--- config.mk ---
export PLATFORM = sky130hd
export DESIGN_NAME = apb_to_xbus_bridge
export DESIGN_NICKNAME = d
export VERILOG_FILES = /design/src/rtl/apb_to_xbus_bridge.sv
export SDC_FILE = /design/constraint.sdc
export NUM_CORES = 1
export LEC_CHECK = 0
export CAP_MARGIN = 10
export CORE_ASPECT_RATIO = 0.75
export CORE_MARGIN = 3
export CORE_UTILIZATION = 42
export CTS_BUF_LIST = sky130_fd_sc_hd__clkbuf_16
export CTS_CLUSTER_SIZE = 14
export DETAILED_ROUTE_END_ITERATION = 8
export GPL_TIMING_DRIVEN = 0
export PLACE_DENSITY = 0.92
export REMOVE_ABC_BUFFERS = 1
export SLEW_MARGIN = 20
export SYNTH_ARGS = -nofsm -noshare
export SYNTH_HDL_FRONTEND = slang
export SYNTH_SLANG_ARGS = --single-unit
--- constraint.sdc ---
create_clock -name clk -period 2.3 [get_ports clk]
set_input_delay 0.23 -clock clk [delete_from_list [all_inputs] [get_ports clk]]
set_output_delay 0.23 -clock clk [all_outputs]
set_load 0.01 [all_outputs]
--- src/rtl/apb_to_xbus_bridge.sv ---
// rtl/apb_to_xbus_bridge.sv - APB3 slave to Wishbone-classic master bridge with window check and ack timeout
module apb_to_xbus_bridge #(
    parameter int                    ADDR_WIDTH        = 32,
    parameter int                    DATA_WIDTH        = 32,
    parameter int                    SELECT_WIDTH      = DATA_WIDTH / 8,
    parameter logic [ADDR_WIDTH-1:0] APB_REG_ADDR_BASE = 32'h10000000,
    parameter int                    WINDOW_BYTES      = 256,
    parameter int                    TIMEOUT_CYC       = 64
) (
    input  logic                    clk,
    input  logic                    rst_n,
    input  logic [ADDR_WIDTH-1:0]   paddr,
    input  logic                    psel,
    input  logic                    penable,
    input  logic                    pwrite,
    input  logic [DATA_WIDTH-1:0]   pwdata,
    input  logic [SELECT_WIDTH-1:0] pstrb,
    output logic [DATA_WIDTH-1:0]   prdata,
    output logic                    pready,
    output logic                    pslverr,
    output logic [ADDR_WIDTH-1:0]   adr_o,
    output logic [DATA_WIDTH-1:0]   dat_o,
    output logic                    we_o,
    output logic [SELECT_WIDTH-1:0] sel_o,
    output logic                    stb_o,
    output logic                    cyc_o,
    input  logic [DATA_WIDTH-1:0]   dat_i,
    input  logic                    ack_i
);

    localparam int                    CNT_W    = $clog2(TIMEOUT_CYC);
    localparam logic [CNT_W-1:0]      CNT_LAST = CNT_W'(TIMEOUT_CYC - 1);
    localparam logic [ADDR_WIDTH-1:0] WIN_SIZE = ADDR_WIDTH'(WINDOW_BYTES);

    typedef enum logic [1:0] {
        S_IDLE,
        S_WB,
        S_RESP
    } state_t;

    state_t                  state_q, state_d;
    logic [ADDR_WIDTH-1:0]   adr_q, adr_d;
    logic [DATA_WIDTH-1:0]   dat_q, dat_d;
    logic                    we_q, we_d;
    logic [SELECT_WIDTH-1:0] sel_q, sel_d;
    logic                    err_q, err_d;
    logic [DATA_WIDTH-1:0]   rdata_q, rdata_d;
    logic [CNT_W-1:0]        cnt_q, cnt_d;

    logic [ADDR_WIDTH-1:0]   offset;
    logic                    in_window;

    // Subtract first so the upper bound cannot overflow near the top of the address space.
    assign offset    = paddr - APB_REG_ADDR_BASE;
    assign in_window = (paddr >= APB_REG_ADDR_BASE) && (offset < WIN_SIZE);

    always_ff @(posedge clk or negedge rst_n) begin
        if (!rst_n) begin
            state_q <= S_IDLE;
            adr_q   <= '0;
            dat_q   <= '0;
            we_q    <= 1'b0;
            sel_q   <= '0;
            err_q   <= 1'b0;
            rdata_q <= '0;
            cnt_q   <= '0;
        end else begin
            state_q <= state_d;
            adr_q   <= adr_d;
            dat_q   <= dat_d;
            we_q    <= we_d;
            sel_q   <= sel_d;
            err_q   <= err_d;
            rdata_q <= rdata_d;
            cnt_q   <= cnt_d;
        end
    end

    always_comb begin
        state_d = state_q;
        adr_d   = adr_q;
        dat_d   = dat_q;
        we_d    = we_q;
        sel_d   = sel_q;
        err_d   = err_q;
        rdata_d = rdata_q;
        cnt_d   = cnt_q;
        case (state_q)
            S_IDLE: begin
                rdata_d = '0;
                err_d   = 1'b0;
                if (psel && !penable) begin
                    adr_d = paddr;
                    dat_d = pwdata;
                    we_d  = pwrite;
                    sel_d = pwrite ? pstrb : {SELECT_WIDTH{1'b1}};
                    if (in_window) begin
                        state_d = S_WB;
                        cnt_d   = '0;
                    end else begin
                        state_d = S_RESP;
                        err_d   = 1'b1;
                    end
                end
            end
            S_WB: begin
                // An ack arriving on the final timeout cycle still completes the transfer.
                if (ack_i) begin
                    rdata_d = we_q ? '0 : dat_i;
                    err_d   = 1'b0;
                    state_d = S_RESP;
                end else if (cnt_q == CNT_LAST) begin
                    rdata_d = '0;
                    err_d   = 1'b1;
                    state_d = S_RESP;
                end else begin
                    cnt_d = cnt_q + 1'b1;
                end
            end
            S_RESP: begin
                rdata_d = '0;
                state_d = S_IDLE;
            end
            default: begin
                state_d = S_IDLE;
            end
        endcase
    end

    assign adr_o   = adr_q;
    assign dat_o   = dat_q;
    assign we_o    = we_q;
    assign sel_o   = sel_q;
    assign cyc_o   = (state_q == S_WB);
    assign stb_o   = (state_q == S_WB);
    assign pready  = (state_q == S_RESP);
    assign pslverr = (state_q == S_RESP) && err_q;
    assign prdata  = rdata_q;

endmodule
==> results.cfg <==
[status]
status = finished clean

[pwr]
cell_internal_pwr_mw = 3.682
powerDensity_nw_per_um2 = 682.1
seqPwrFrac_pct = 46.3
power.switching_mw = 1.219
comb_power_share_pct = 22.5
leakagePower_nw = 2.989
peakVddDrop_mv = 0.4727
p_clk_share_pct = 31.2
swShare_pct = 24.86

[sta]
setup_violations = 0
finalCriticalPeriod_ns = 2.189
worst_pin_slew_ns = 0.7092
fin_crit_sh_pct = 95.19
slew_headroom_pct = 52.72
maxSlewViolCount = 0
rsz0062_at_grt = false
finalClockSkew_ns = 0.005832
finalHoldViolCount = 0
max_freq_mhz = 456.8
setup_ws_ns = 0.1107

[logic_synthesis]
synth_commonest_cells = dfrtp_1, nand2_1, mux2_1, mux2i_1, mux2_2
yosysMostFrequentCell = dfrtp_1
netlist_area_um2 = 4624
synth_top_area_share_pct = 59.52
ys.flop_type = dfrtp_1
synth_top_family_by_area = multiplexers
synth_area_leader_cell = dfrtp_1
synth_compound_area_share_pct = 2.273
yosys_register_bits = 110
ys.warnings.count = 0
synthAdderAreaFrac_pct = 0.2706
synth_edf_count = 0
syn_inst = 357
synth.area.mux_share_pct = 23.62
async_flop_share_pct = 100.0
netlist_top_cells_area = dfrtp_1, mux2_1, mux2i_1, mux2_2, nand2_1
synth-simple-area-share_pct = 10.39
yosysSeqAreaShare_pct = 59.52
ys_types = 34
synthXorXnorAreaFrac_pct = 0
syn_avg_cell_area_um2 = 12.95

[layout]
fin_nets = 677
final_cell_area_um2 = 7186
drive_gt1_share_pct = 10.26
fin_util_pct = 68.50
syn2layout_area_growth_pct = 55.38
fill_cells = 748
antenna_cells = 0

[die]
die_w_um = 127.2
core-area_um2 = 10490
fp-row-count = 32
start_util_pct = 44.08
io_pins = 211
die_area_um2 = 12320
die_h_um = 96.88

[setup_path]
crit_buf_inv = 4
endpoint_kind = register
r2r_cells = 6
crit_top_cell = buf_6
critPathMaxFanout = 14
critPathLaunchType = register
crit_type = reg2reg
worstPathRequired_ns = 2.52
slowest_stage = dfrtp_1
reg2reg_from = state_q[1]$_DFFE_PN0P_
regToRegSetupSlack_ns = 0.11
cp_top_family = buffers and inverters
critPathMaxStageDelay_ns = 0.54
reg2reg_to = dat_o[23]$_DFFE_PN0P_
critPathArrivalTime_ns = 2.41
path_cells = nor4b_4 -> buf_6 -> buf_6 -> buf_4 -> buf_6 -> mux2_1

[routing]
wl_mm = 12.92
ant_nets = 0
vias_per_cell = 4.977
drtIter0Drc = 138
wl_per_cell_um = 18.17
drc = 0
drt-met1-wl_mm = 5.076
wl_met2_mm = 6.351
top_layer = met4
vias = 3539
dr.pass1.iters = 5
wl_met3_mm = 1.257

[clocking]
insertion_delay_ns = 0.34
root_buffer = clkbuf_16
cts_sinks = 110
cts_buffers = 9
cts_tree = done
cts_buffer_depth = 2
htreeDepth = 3
clk_pin_slew_ns = 0.07

[placed_design]
gp_congestion = 0.7720
io_buffers = 210
dpl-instance-area_um2 = 6849
dp_hpwl_mm = 9.448
pre_cts_slack_ns = -0.2467

[global_route]
grt_max_degree = 58
grt_pass1_wl_mm = 20.60
grt_pass1_vias = 3929
grt-ovfl-total = 0
antenna_found_initial = 0
gr-usage-all-layers_pct = 21.22

[job]
maxCapViolations = 0

[hold_path]
hp-class = in2async
==> metrics by stage <==
stage	setup TNS [ns]	instances	power, mW	hold slack (ns)
finish	0	711	4.901	0.4188
global route	0	711	5.136	0.4217
CTS	0	710	4.976	0.4114
detailed placement	-2.903	691	3.418	0.2173
global placement	-538.09	683	3.357	0.4670
floorplan	-113.55	337	2.637	-0.06559
==> layout by cell type, fill, tap and decap left out, types with 7 or more instances in the layout <==
cell type        count
inv_1                7
nor2_1               9
clkbuf_16            9
dfrtp_1            109
nand2_1             69
mux2_2              24
clkdlybuf4s50_1    209
mux2_1              41
mux2i_1             36
==> kinds of logic after synthesis <==
logic type | after synthesis
AO/OA/AOI/OAI | 17
adder cells (fa/ha/maj) | 1
buffers and inverters | 27
flip-flops | 110
multiplexers | 101
AND/OR/NAND/NOR | 101
==> worst max-delay path by stage <==
stage,start,end,depth (start not counted)
floorplan,state_q[0]$_DFFE_PN0P_,cnt_q[2]$_DFFE_PN0P_,4
global placement,rst_n,dat_o[10]$_DFFE_PN0P_,1
detailed placement,state_q[0]$_DFFE_PN0P_,dat_o[23]$_DFFE_PN0P_,6
CTS,state_q[0]$_DFFE_PN0P_,cyc_o,3
global route,state_q[1]$_DFFE_PN0P_,dat_o[23]$_DFFE_PN0P_,6
finish,state_q[1]$_DFFE_PN0P_,dat_o[23]$_DFFE_PN0P_,6
==> area by class of cell <==
class	count	area, um^2	area share (%)
Clock buffer	9	225.2	3.134
Tap cell	136	170.2	2.368
Sequential cell	110	2756	38.36
Timing Repair Buffer	221	2235	31.10
Multi-Input combinational cell	221	1708	23.77
Inverter	7	26.28	0.3657
Clock inverter	7	65.06	0.9055
==> repair_timing <==
action | in CTS | in global routing
gates resized for setup | 2 | 0
buffers inserted | 1 | 1
hold buffers | 1 | 0
endpoints found under the setup margin | 47 | 11
pin swaps | 1 | 0
hold endpoints to repair | 53 | 0
cloned | 1 | 0
==> state kept, by name, summed over array words and instances, names as in the netlist <==
register,cells
adr_o,32
we_o,1
dat_o,32
state_q,2
err_q,1
cnt_q,6
prdata,32
sel_o,4
==> routing by layer <==
layer | track usage, % | up-vias
met4 | 5.936 | 0
li1 | - | 1640
met2 | 35.57 | 144
met1 | 24.64 | 1734
met3 | 9.547 | 21
met5 | 0 | -
==> power groups by stage <==
stage                     Combinational [mW]  Sequential, mW  Clock [mW]
after CTS                               1.12            2.27        1.58
after floorplan                        0.241            2.40           0
after detailed placement                1.11            2.31           0
final                                   1.10            2.27        1.53
after global routing                    1.18            2.30        1.66
after global placement                  1.07            2.29           0
(Power assumes the default switching activity.)
==> edit, RTL diff (config.mk and constraints unchanged) <==
`adr_q`, `dat_q` and `rdata_q` no longer have a reset.
--- a/src/rtl/apb_to_xbus_bridge.sv
+++ b/src/rtl/apb_to_xbus_bridge.sv
@@ -57,23 +57,23 @@
     always_ff @(posedge clk or negedge rst_n) begin
         if (!rst_n) begin
             state_q <= S_IDLE;
-            adr_q   <= '0;
-            dat_q   <= '0;
             we_q    <= 1'b0;
             sel_q   <= '0;
             err_q   <= 1'b0;
-            rdata_q <= '0;
             cnt_q   <= '0;
         end else begin
             state_q <= state_d;
-            adr_q   <= adr_d;
-            dat_q   <= dat_d;
             we_q    <= we_d;
             sel_q   <= sel_d;
             err_q   <= err_d;
-            rdata_q <= rdata_d;
             cnt_q   <= cnt_d;
         end
+    end
+
+    always_ff @(posedge clk) begin
+        adr_q   <= adr_d;
+        dat_q   <= dat_d;
+        rdata_q <= rdata_d;
     end
 
     always_comb begin
Function: changed (a bounded check fails within 4 cycles, from zero or initial values and one cycle with rst_n low).
==> edit against the original RTL <==
  * Synthesized cell count is 35% lower
  * Critical path type is now register to output port
  * Global-route usage is 1.8 points lower
  * Area after synthesis shrank 14%
  * Power fell by 9.4%
  * Design area shrank 9.1%
  * Routed wire length fell by 20%
  * Maximum frequency decreased by 0.33%
  * Non-clock buffer count down 9
  * Sequential cell count stayed put
  * Critical endpoint is now cyc_o
  * Worst setup slack lost 0.0073 ns
==> edit: results (changes against the original RTL) <==
* Drt first-iter violations at 168 (was 138)
* Post-synth top cells: edfxtp_1, and2_1, dfrtp_1 (was dfrtp_1, nand2_1, mux2_1)
* Non-clk bufs at 212 (was 221)
* Worst slack, placed at 0.0746 ns (was -0.247 ns)
* WHS at 0.306 ns (was 0.419 ns)
* Async S/R FF share, synth at 0.127 (was 1.00)
* VDD IR-drop max at 511 µV (was 473 µV)
* Detailed Place HPWL at 8.03 mm (was 9.45 mm)
* Worst slew pin tran at 0.936 ns (was 0.709 ns)
* Clock skew at 0.00755 ns (was 0.00583 ns)
* Internal at 0.00342 W (was 0.00368 W)
* Final worst slack at 0.103 ns (was 0.111 ns)
* Num rows at 30 (was 32)
* Number of synthesized flops with an enable pin at 96 (was 0)
* RePlAce Congestion at 0.845 (was 0.772)
* Cell variety after synth at 32 (was 34)
* Largest net degree at the start of global routing at 60 (was 58)
* Non-Clock Inverter Count at 9 (was 7)
* Non-clock buffering overhead at 0.330 (was 0.311)
* Setup CP Type: register to output port (was register to register)
* Fillers at 601 (was 748)
* Total GRT Usage at 0.194 (was 0.212)
* Mux share of post-synthesis cell area at 0.00284 (was 0.236)
* TritonRoute pass-1 iters at 4 (was 5)
* Drt via density at 4.82 (was 4.98)
* Final WL at 10.3 mm (was 12.9 mm)
* Area after DPL at 6250 µm² (was 6850 µm²)
* R2R depth at 3 (was 6)
* Syn Area/Cell at 17.1 µm² (was 13.0 µm²)
* Comb group at 0.000636 W (was 0.00110 W)
* Layout cells sized above 1 at 0.0552 (was 0.103)
* Vias in the first global route at 2909 (was 3929)
* FF-to-FF End: dat_o[10] (was dat_o[23])
* First-pass GRT wire length at 16.1 mm (was 20.6 mm)
* P_leak at 2.42 nW (was 2.99 nW)
* Cells after DPL at 565 (was 691)
* ClkCell Share at 0.0429 (was 0.0404)
* Compound-Gate Fraction of Synth Area at 0.0505 (was 0.0227)
* Status: finished clean (unchanged)
* Synth Area in Adders at 0.00316 (was 0.00271)
* Vias at 2802 (was 3539)
* Top cells by area, synth: edfxtp_1, dfrtp_1, and2_1, nand2_1, nor2_1 (was dfrtp_1, mux2_1, mux2i_1, mux2_2, nand2_1)
* Footprint of the multi-input gates at 664 µm² (was 1710 µm²)
* Fraction of area in registers at 0.495 (was 0.384)
* Layout net count at 555 (was 677)
* Slowest-stage cell, CP: clkdlybuf4s50_1 (was dfrtp_1)
* Register area share after synthesis at 0.816 (was 0.595)
* Arrival @ worst endpoint at 1.97 ns (was 2.41 ns)
* FF-to-FF setup slack at 0.18 ns (was 0.11 ns)
* Number of diodes at 0 (unchanged)
* CP max FO at 10 (was 14)
* Post-CTS resize count at 0 (was 2)
* Worst stage delay on the critical path at 0.57 ns (was 0.54 ns)
* Net Sw Power at 0.00102 W (was 0.00122 W)
* Multi-input gates at 106 (was 221)
* Post-CTS setup buffers at 0 (was 1)
* Clock power frac at 0.327 (was 0.312)
==> edit: cell types whose count changed after synthesis, sizes merged, moves of 4 or more <==
cell / change
mux2i: -36
dfrtp: -96
and2: +30
edfxtp: +96
nand3: +4
buf: -11
mux2: -64
nand2: -58
==> edit: worst max-delay path by stage <==
stage	cells past startpoint	end	from
floorplan	4	prdata[0]	cnt_q[0]
global placement	3	prdata[4]	ack_i
detailed placement	4	prdata[5]	ack_i
CTS	3	cyc_o	state_q[0]
global route	3	cyc_o	state_q[0]
finish	3	cyc_o	state_q[0]
==> edit: metal layers <==
layer / part of all wire / track usage / wire (µm) / vias to the layer above
li1: - / - / - / 1301
met1: 0.36 / 0.219 / 3720 / 1358
met2: 0.56 / 0.364 / 5770 / 126
met3: 0.064 / 0.0421 / 662 / 17
met4: 0.018 / 0.0615 / 186 / 0
met5: 0 / 0 / 0 / -
